==> config.mk <==
export PLATFORM = sky130hd
export DESIGN_NAME = regfile_wb_writer
export DESIGN_NICKNAME = d
export VERILOG_FILES = /design/src/rtl/regfile_wb_writer.sv
export SDC_FILE = /design/constraint.sdc
export NUM_CORES = 1
export LEC_CHECK = 0
export BUFFER_PORTS_ARGS = -buffer_cell sky130_fd_sc_hd__buf_2
export CAP_MARGIN = 20
export CORE_MARGIN = 3
export CORE_UTILIZATION = 29
export DETAILED_ROUTE_END_ITERATION = 6
export HOLD_SLACK_MARGIN = 0.12
export SYNTH_ARGS = -nofsm -noshare
export SYNTH_HDL_FRONTEND = slang
export SYNTH_SLANG_ARGS = --single-unit
==> constraint.sdc <==
create_clock -name clk -period 7 [get_ports clk]
set_clock_uncertainty 0.05 [all_clocks]
set_input_delay 0.7 -clock clk [delete_from_list [all_inputs] [get_ports clk]]
set_output_delay 0.7 -clock clk [all_outputs]
set_load 0.03 [all_outputs]
==> src/rtl/regfile_wb_writer.sv <==
// Register-file write-back buffer: queues ALU/LSU results, drives one RF write per clock
// and flags read-after-write hazards. Define WB_FWD_EN to add the forwarding outputs.
module regfile_wb_writer #(
    parameter int DEPTH = 4,
    parameter int AW    = 5,
    parameter int DW    = 32
) (
    input  logic          clk,
    input  logic          res,
    input  logic          alu_valid,
    output logic          alu_ready,
    input  logic [AW-1:0] alu_rd,
    input  logic [DW-1:0] alu_data,
    input  logic          lsu_valid,
    output logic          lsu_ready,
    input  logic [AW-1:0] lsu_rd,
    input  logic [DW-1:0] lsu_data,
    output logic          rf_we,
    output logic [AW-1:0] rf_a3,
    output logic [DW-1:0] rf_wd,
    input  logic [AW-1:0] chk_a1,
    input  logic [AW-1:0] chk_a2,
`ifdef WB_FWD_EN
    output logic          fwd1_hit,
    output logic [DW-1:0] fwd1_data,
    output logic          fwd2_hit,
    output logic [DW-1:0] fwd2_data,
`endif
    output logic          hz1,
    output logic          hz2,
    output logic          full,
    output logic          empty
);

    localparam int PW = $clog2(DEPTH);
    localparam int CW = PW + 1;

    logic [PW-1:0]  head_q, head_d;
    logic [PW-1:0]  tail_q, tail_d;
    logic [PW-1:0]  lsu_slot;
    logic [CW-1:0]  count_q, count_d;
    logic [CW-1:0]  free;
    logic [DEPTH-1:0] vld_q, vld_d;
    logic [AW-1:0]  rd_q   [DEPTH];
    logic [AW-1:0]  rd_d   [DEPTH];
    logic [DW-1:0]  data_q [DEPTH];
    logic [DW-1:0]  data_d [DEPTH];
    logic           rf_we_q, rf_we_d;
    logic [AW-1:0]  rf_a3_q, rf_a3_d;
    logic [DW-1:0]  rf_wd_q, rf_wd_d;
    logic           enq_alu, enq_lsu, deq;

    // Valid/ready: a source transfers when valid && ready at a rising edge. Readiness
    // looks only at the registered count, so the same-cycle pop never frees a slot early.
    always_comb begin
        free      = CW'(DEPTH) - count_q;
        alu_ready = (free >= CW'(1));
        lsu_ready = (free >= CW'(2)) || ((free >= CW'(1)) && !alu_valid);
        enq_alu   = alu_valid && alu_ready && (alu_rd != '0);
        enq_lsu   = lsu_valid && lsu_ready && (lsu_rd != '0);
        deq       = (count_q != '0);
    end

    always_comb begin
        rd_d     = rd_q;
        data_d   = data_q;
        vld_d    = vld_q;
        lsu_slot = enq_alu ? (tail_q + PW'(1)) : tail_q;
        if (deq) begin
            vld_d[head_q] = 1'b0;
        end
        // ALU is older than a same-cycle LSU result, so it takes the tail slot first.
        if (enq_alu) begin
            rd_d[tail_q]   = alu_rd;
            data_d[tail_q] = alu_data;
            vld_d[tail_q]  = 1'b1;
        end
        if (enq_lsu) begin
            rd_d[lsu_slot]   = lsu_rd;
            data_d[lsu_slot] = lsu_data;
            vld_d[lsu_slot]  = 1'b1;
        end
        tail_d  = tail_q + PW'(enq_alu) + PW'(enq_lsu);
        head_d  = head_q + PW'(deq);
        count_d = count_q + CW'(enq_alu) + CW'(enq_lsu) - CW'(deq);
    end

    always_comb begin
        rf_we_d = deq;
        rf_a3_d = rf_a3_q;
        rf_wd_d = rf_wd_q;
        if (deq) begin
            rf_a3_d = rd_q[head_q];
            rf_wd_d = data_q[head_q];
        end
    end

    always_ff @(posedge clk or negedge res) begin
        if (!res) begin
            head_q  <= '0;
            tail_q  <= '0;
            count_q <= '0;
            vld_q   <= '0;
            rf_we_q <= 1'b0;
            rf_a3_q <= '0;
            rf_wd_q <= '0;
            for (int i = 0; i < DEPTH; i++) begin
                rd_q[i]   <= '0;
                data_q[i] <= '0;
            end
        end else begin
            head_q  <= head_d;
            tail_q  <= tail_d;
            count_q <= count_d;
            vld_q   <= vld_d;
            rf_we_q <= rf_we_d;
            rf_a3_q <= rf_a3_d;
            rf_wd_q <= rf_wd_d;
            for (int i = 0; i < DEPTH; i++) begin
                rd_q[i]   <= rd_d[i];
                data_q[i] <= data_d[i];
            end
        end
    end

    // Hazards cover queued entries and the rf_* stage; x0 never hazards.
    always_comb begin
        hz1 = 1'b0;
        hz2 = 1'b0;
        for (int i = 0; i < DEPTH; i++) begin
            if (vld_q[i] && (rd_q[i] == chk_a1)) hz1 = 1'b1;
            if (vld_q[i] && (rd_q[i] == chk_a2)) hz2 = 1'b1;
        end
        if (rf_we_q && (rf_a3_q == chk_a1)) hz1 = 1'b1;
        if (rf_we_q && (rf_a3_q == chk_a2)) hz2 = 1'b1;
        if (chk_a1 == '0) hz1 = 1'b0;
        if (chk_a2 == '0) hz2 = 1'b0;
    end

`ifdef WB_FWD_EN
    logic [PW-1:0] fwd_idx;

    // Walk oldest to youngest so the youngest match overwrites earlier ones.
    always_comb begin
        fwd_idx   = head_q;
        fwd1_data = '0;
        fwd2_data = '0;
        if (rf_we_q && (rf_a3_q == chk_a1)) fwd1_data = rf_wd_q;
        if (rf_we_q && (rf_a3_q == chk_a2)) fwd2_data = rf_wd_q;
        for (int i = 0; i < DEPTH; i++) begin
            fwd_idx = head_q + PW'(i);
            if (vld_q[fwd_idx] && (rd_q[fwd_idx] == chk_a1)) fwd1_data = data_q[fwd_idx];
            if (vld_q[fwd_idx] && (rd_q[fwd_idx] == chk_a2)) fwd2_data = data_q[fwd_idx];
        end
        fwd1_hit = hz1;
        fwd2_hit = hz2;
    end
`endif

    assign rf_we = rf_we_q;
    assign rf_a3 = rf_a3_q;
    assign rf_wd = rf_wd_q;
    assign full  = (count_q == CW'(DEPTH));
    assign empty = (count_q == '0) && !rf_we_q;

endmodule
==> results.md <==
* Vias post-DR at 7003
* DRT iter0 DRCs at 475
* Commonest cells in the netlist: dfrtp_1 (197), mux2_2 (196), nand2_1 (116)
* Util after Layout at 33.9%
* Htree depth at 4
* Initial antenna violation count at 8
* P_leak at 0.00577 uW
* CTS Buffer Depth at 2
* Largest area contributor in the netlist: dfrtp_1
* Final Setup Violations at 0
* DRT antenna net count at 0
* Crit path DAT at 2910 ps
* Layout cell share with drive strength beyond 1 at 51.3%
* Die footprint at 41400 um^2
* Layout area overhead at 14.1%
* Slew margin rel. at 30.1%
* Count of unique library cells instantiated by Yosys at 38
* Endpoints failing hold at 0
* Critical Path Max Stage Delay at 880 ps
* Crit path launch type: register
* Post-Syn Instances at 842
* Number of buffers and inverters on the critical path at 4
* Post-Syn Area at 11300 um^2
* Layout Nets at 1047
* Synth Area in XOR/XNOR at 4.18%
* Grt total ovfl at 0
* Fmax at 0.274 GHz
* Top cells by area, synth: dfrtp_1 (44%), mux2_2 (20%), mux2_4 (9.0%)
* Row count at 71
* Worst-path cell chain: inv_1 -> ha_1 -> ha_2 -> inv_2 -> buf_4 -> nor2_1 -> buf_2
* Worst Reg-to-Reg Cells at 10
* Post-layout minimum cycle time at 3660 ps
* Count leader, synth: dfrtp_1
* Hpwl dp at 19000 um
* Simple-gate area share of the yosys netlist at 6.31%
* Critical Path RT at 6250 ps
* I/O Buffers at 131
* Postcts setup bufs at 0
* Endpoint type of the worst setup path: output pin
* Final Wtd Congestion at 0.789
* Ys Warns at 0
* # resized after CTS at 0
* Post-synth ARST share at 100%
* Starting density of the core at 29.7%
* First-pass GRT wire length at 46100 um
* Core ar. at 38000 um^2
* FF+latch area at 4930 um^2
* Total CTS buffers at 17
* Max-cap violations at 0
* CTS root buffer: clkbuf_16
* Unrepaired setup endpoints after global routing: no
* Vias in the first global route at 7488
* # DRC at 0
* Ports at 132
* Multi-input logic area at 5960 um^2
* WL per Instance at 19.9 um
* Total negative slack at 0 ps
* Status: finished clean
* Worst Max-Slew Pin Slew at 1050 ps
* Critical Path Stages at 7
* Hold Buf Count CTS at 0
* Crit share post-route at 52.2%
* Pin count of the biggest net entering global routing at 73
* Syn Nets at 944
* DIE WIDTH at 203 um
* CTS tree: done
* Vias/cell at 4.76
* Die Height at 203 um
* Post-synthesis mux area share at 39.3%
* Share of the synthesized area in the top cell type at 43.6%
* Post-synth EDFFs at 0
* VDD IR max at 0.170 mV
* Pwr dens at 513 nW/um^2
* Clk sink count at 197
* CP max stage cell: ha_2
* Syn avg cell area at 13.4 um^2
* DR pass1 iterations at 4
* GR Util All Layers at 14.4%
* Post-synthesis sequential area ratio at 43.6%
* Worst hold path class: in -> async
* Adder-Cell Fraction of Synth Area at 1.75%
* Final WL at 29300 um
* CTS clk-pin slew, worst paths at 70 ps
* Fin. max-slew vios at 0
* Yosys reg bits at 197
* Setup CP Type: reg -> out
* FILL cells at 3848
* Critical-path maximum fanout at 41
* Compound-Gate Fraction of Synth Area at 1.02%
* Synth Flop Type: dfrtp_1
* Delay-heaviest family, CP: adder cells
* Main combinational cell family by area after synthesis: multiplexers
* Worst skew pair latency at 450 ps
==> worst paths after layout <==
kind	startpoint	to	slack [ps]
max reg2reg	count_q[0]	data_q[17]	3440
max in group asynchronous	res	head_q[0]	5280
min in group clk	rf_wd[22]	rf_wd[22]	420
min reg2reg	rf_wd[22]	rf_wd[22]	420
min	res	rf_wd[1]	190
max	count_q[1]	empty	3340
==> report_power, final <==
| group | total, uW | internal, uW | switching, uW |
|---|---|---|---|
| Clock | 973 | 488 | 485 |
| Combinational | 3390 | 1910 | 1490 |
| Sequential | 2260 | 1760 | 495 |
| Total | 6620 | 4160 | 2470 |
==> layout make-up <==
cell class	count	area share, %
clock inverter	13	0.873
inverter	12	0.368
sequential	197	38.2
multi-input combinational	576	46.2
antenna	3	0.0582
clock buffer	19	3.51
timing repair buffer	141	5.83
tap	511	4.95
==> per-stage QoR <==
| step | worst slack (ps) | hold WS [ps] | area, um^2 | instances | power (uW) |
|---|---|---|---|---|---|
| final | 3340 | 192 | 12900 | 1472 | 6620 |
| after global routing | 3100 | 215 | 12900 | 1470 | 7090 |
| after CTS | 3220 | 195 | 12900 | 1469 | 6720 |
| after detailed placement | 3380 | 404 | 12300 | 1437 | 5730 |
| after global placement | 3420 | 400 | 12300 | 1436 | 5630 |
| after floorplan | 4020 | 354 | 11300 | 842 | 4960 |
==> cell usage in the layout (no fill, tap or decap), types with 2 or more instances in the layout <==
cell,n
nand2_2,3
a21o_2,2
xor2_1,42
mux2_4,68
clkbuf_16,17
xnor2_1,12
nor2_1,6
o211ai_4,2
nor4_1,10
nand3_1,18
o21ai_0,3
mux2_2,196
inv_8,4
mux2i_1,2
clkinvlp_4,3
inv_1,10
fa_1,3
mux4_2,37
diode_2,3
mux2_1,32
dfrtp_1,195
clkinv_2,2
or4_1,3
buf_4,9
buf_2,130
clkbuf_8,3
inv_6,4
nand2_1,114
ha_1,10
o22a_1,2
==> routing by layer <==
metal  global-route usage (%)  share of wire [%]  vias up
met5                        0               0.22        -
met4                     3.96                1.6        8
met3                     3.54                4.8       38
met2                     23.2                 48      130
met1                     19.5                 46     3620
li1                         -                  -     3207
==> worst reg2reg max path, cell delays in order, from the launching register on <==
cell      delay (ps)
dfrtp_1          400
inv_1            110
ha_1             230
ha_2             330
or4b_4           480
o211ai_4         170
inv_4            120
nand3_1          110
a21o_2           580
buf_4            490
mux2_2           380
==> logic make-up (layout without fill, tap and decap cells) <==
kind of cell / count (synthesis) / count (layout)
muxes: 335 / 335
DFF: 197 / 197
and+or+nand+nor: 161 / 161
buffers and inverters: 69 / 185
xor gates and xnor gates: 54 / 54
adders and majority gates: 14 / 14
AOI/OAI and AO/OA: 12 / 12
other: 0 / 3
==> state kept, by name (all words and copies together), names as in the netlist <==
name     flops
count_q      3
data_q     128
head_q       2
rf_a3        5
rf_we        1
vld_q        4
tail_q       2
rf_wd       32
rd_q        20
Note: power is estimated with default switching activity, not from simulation.
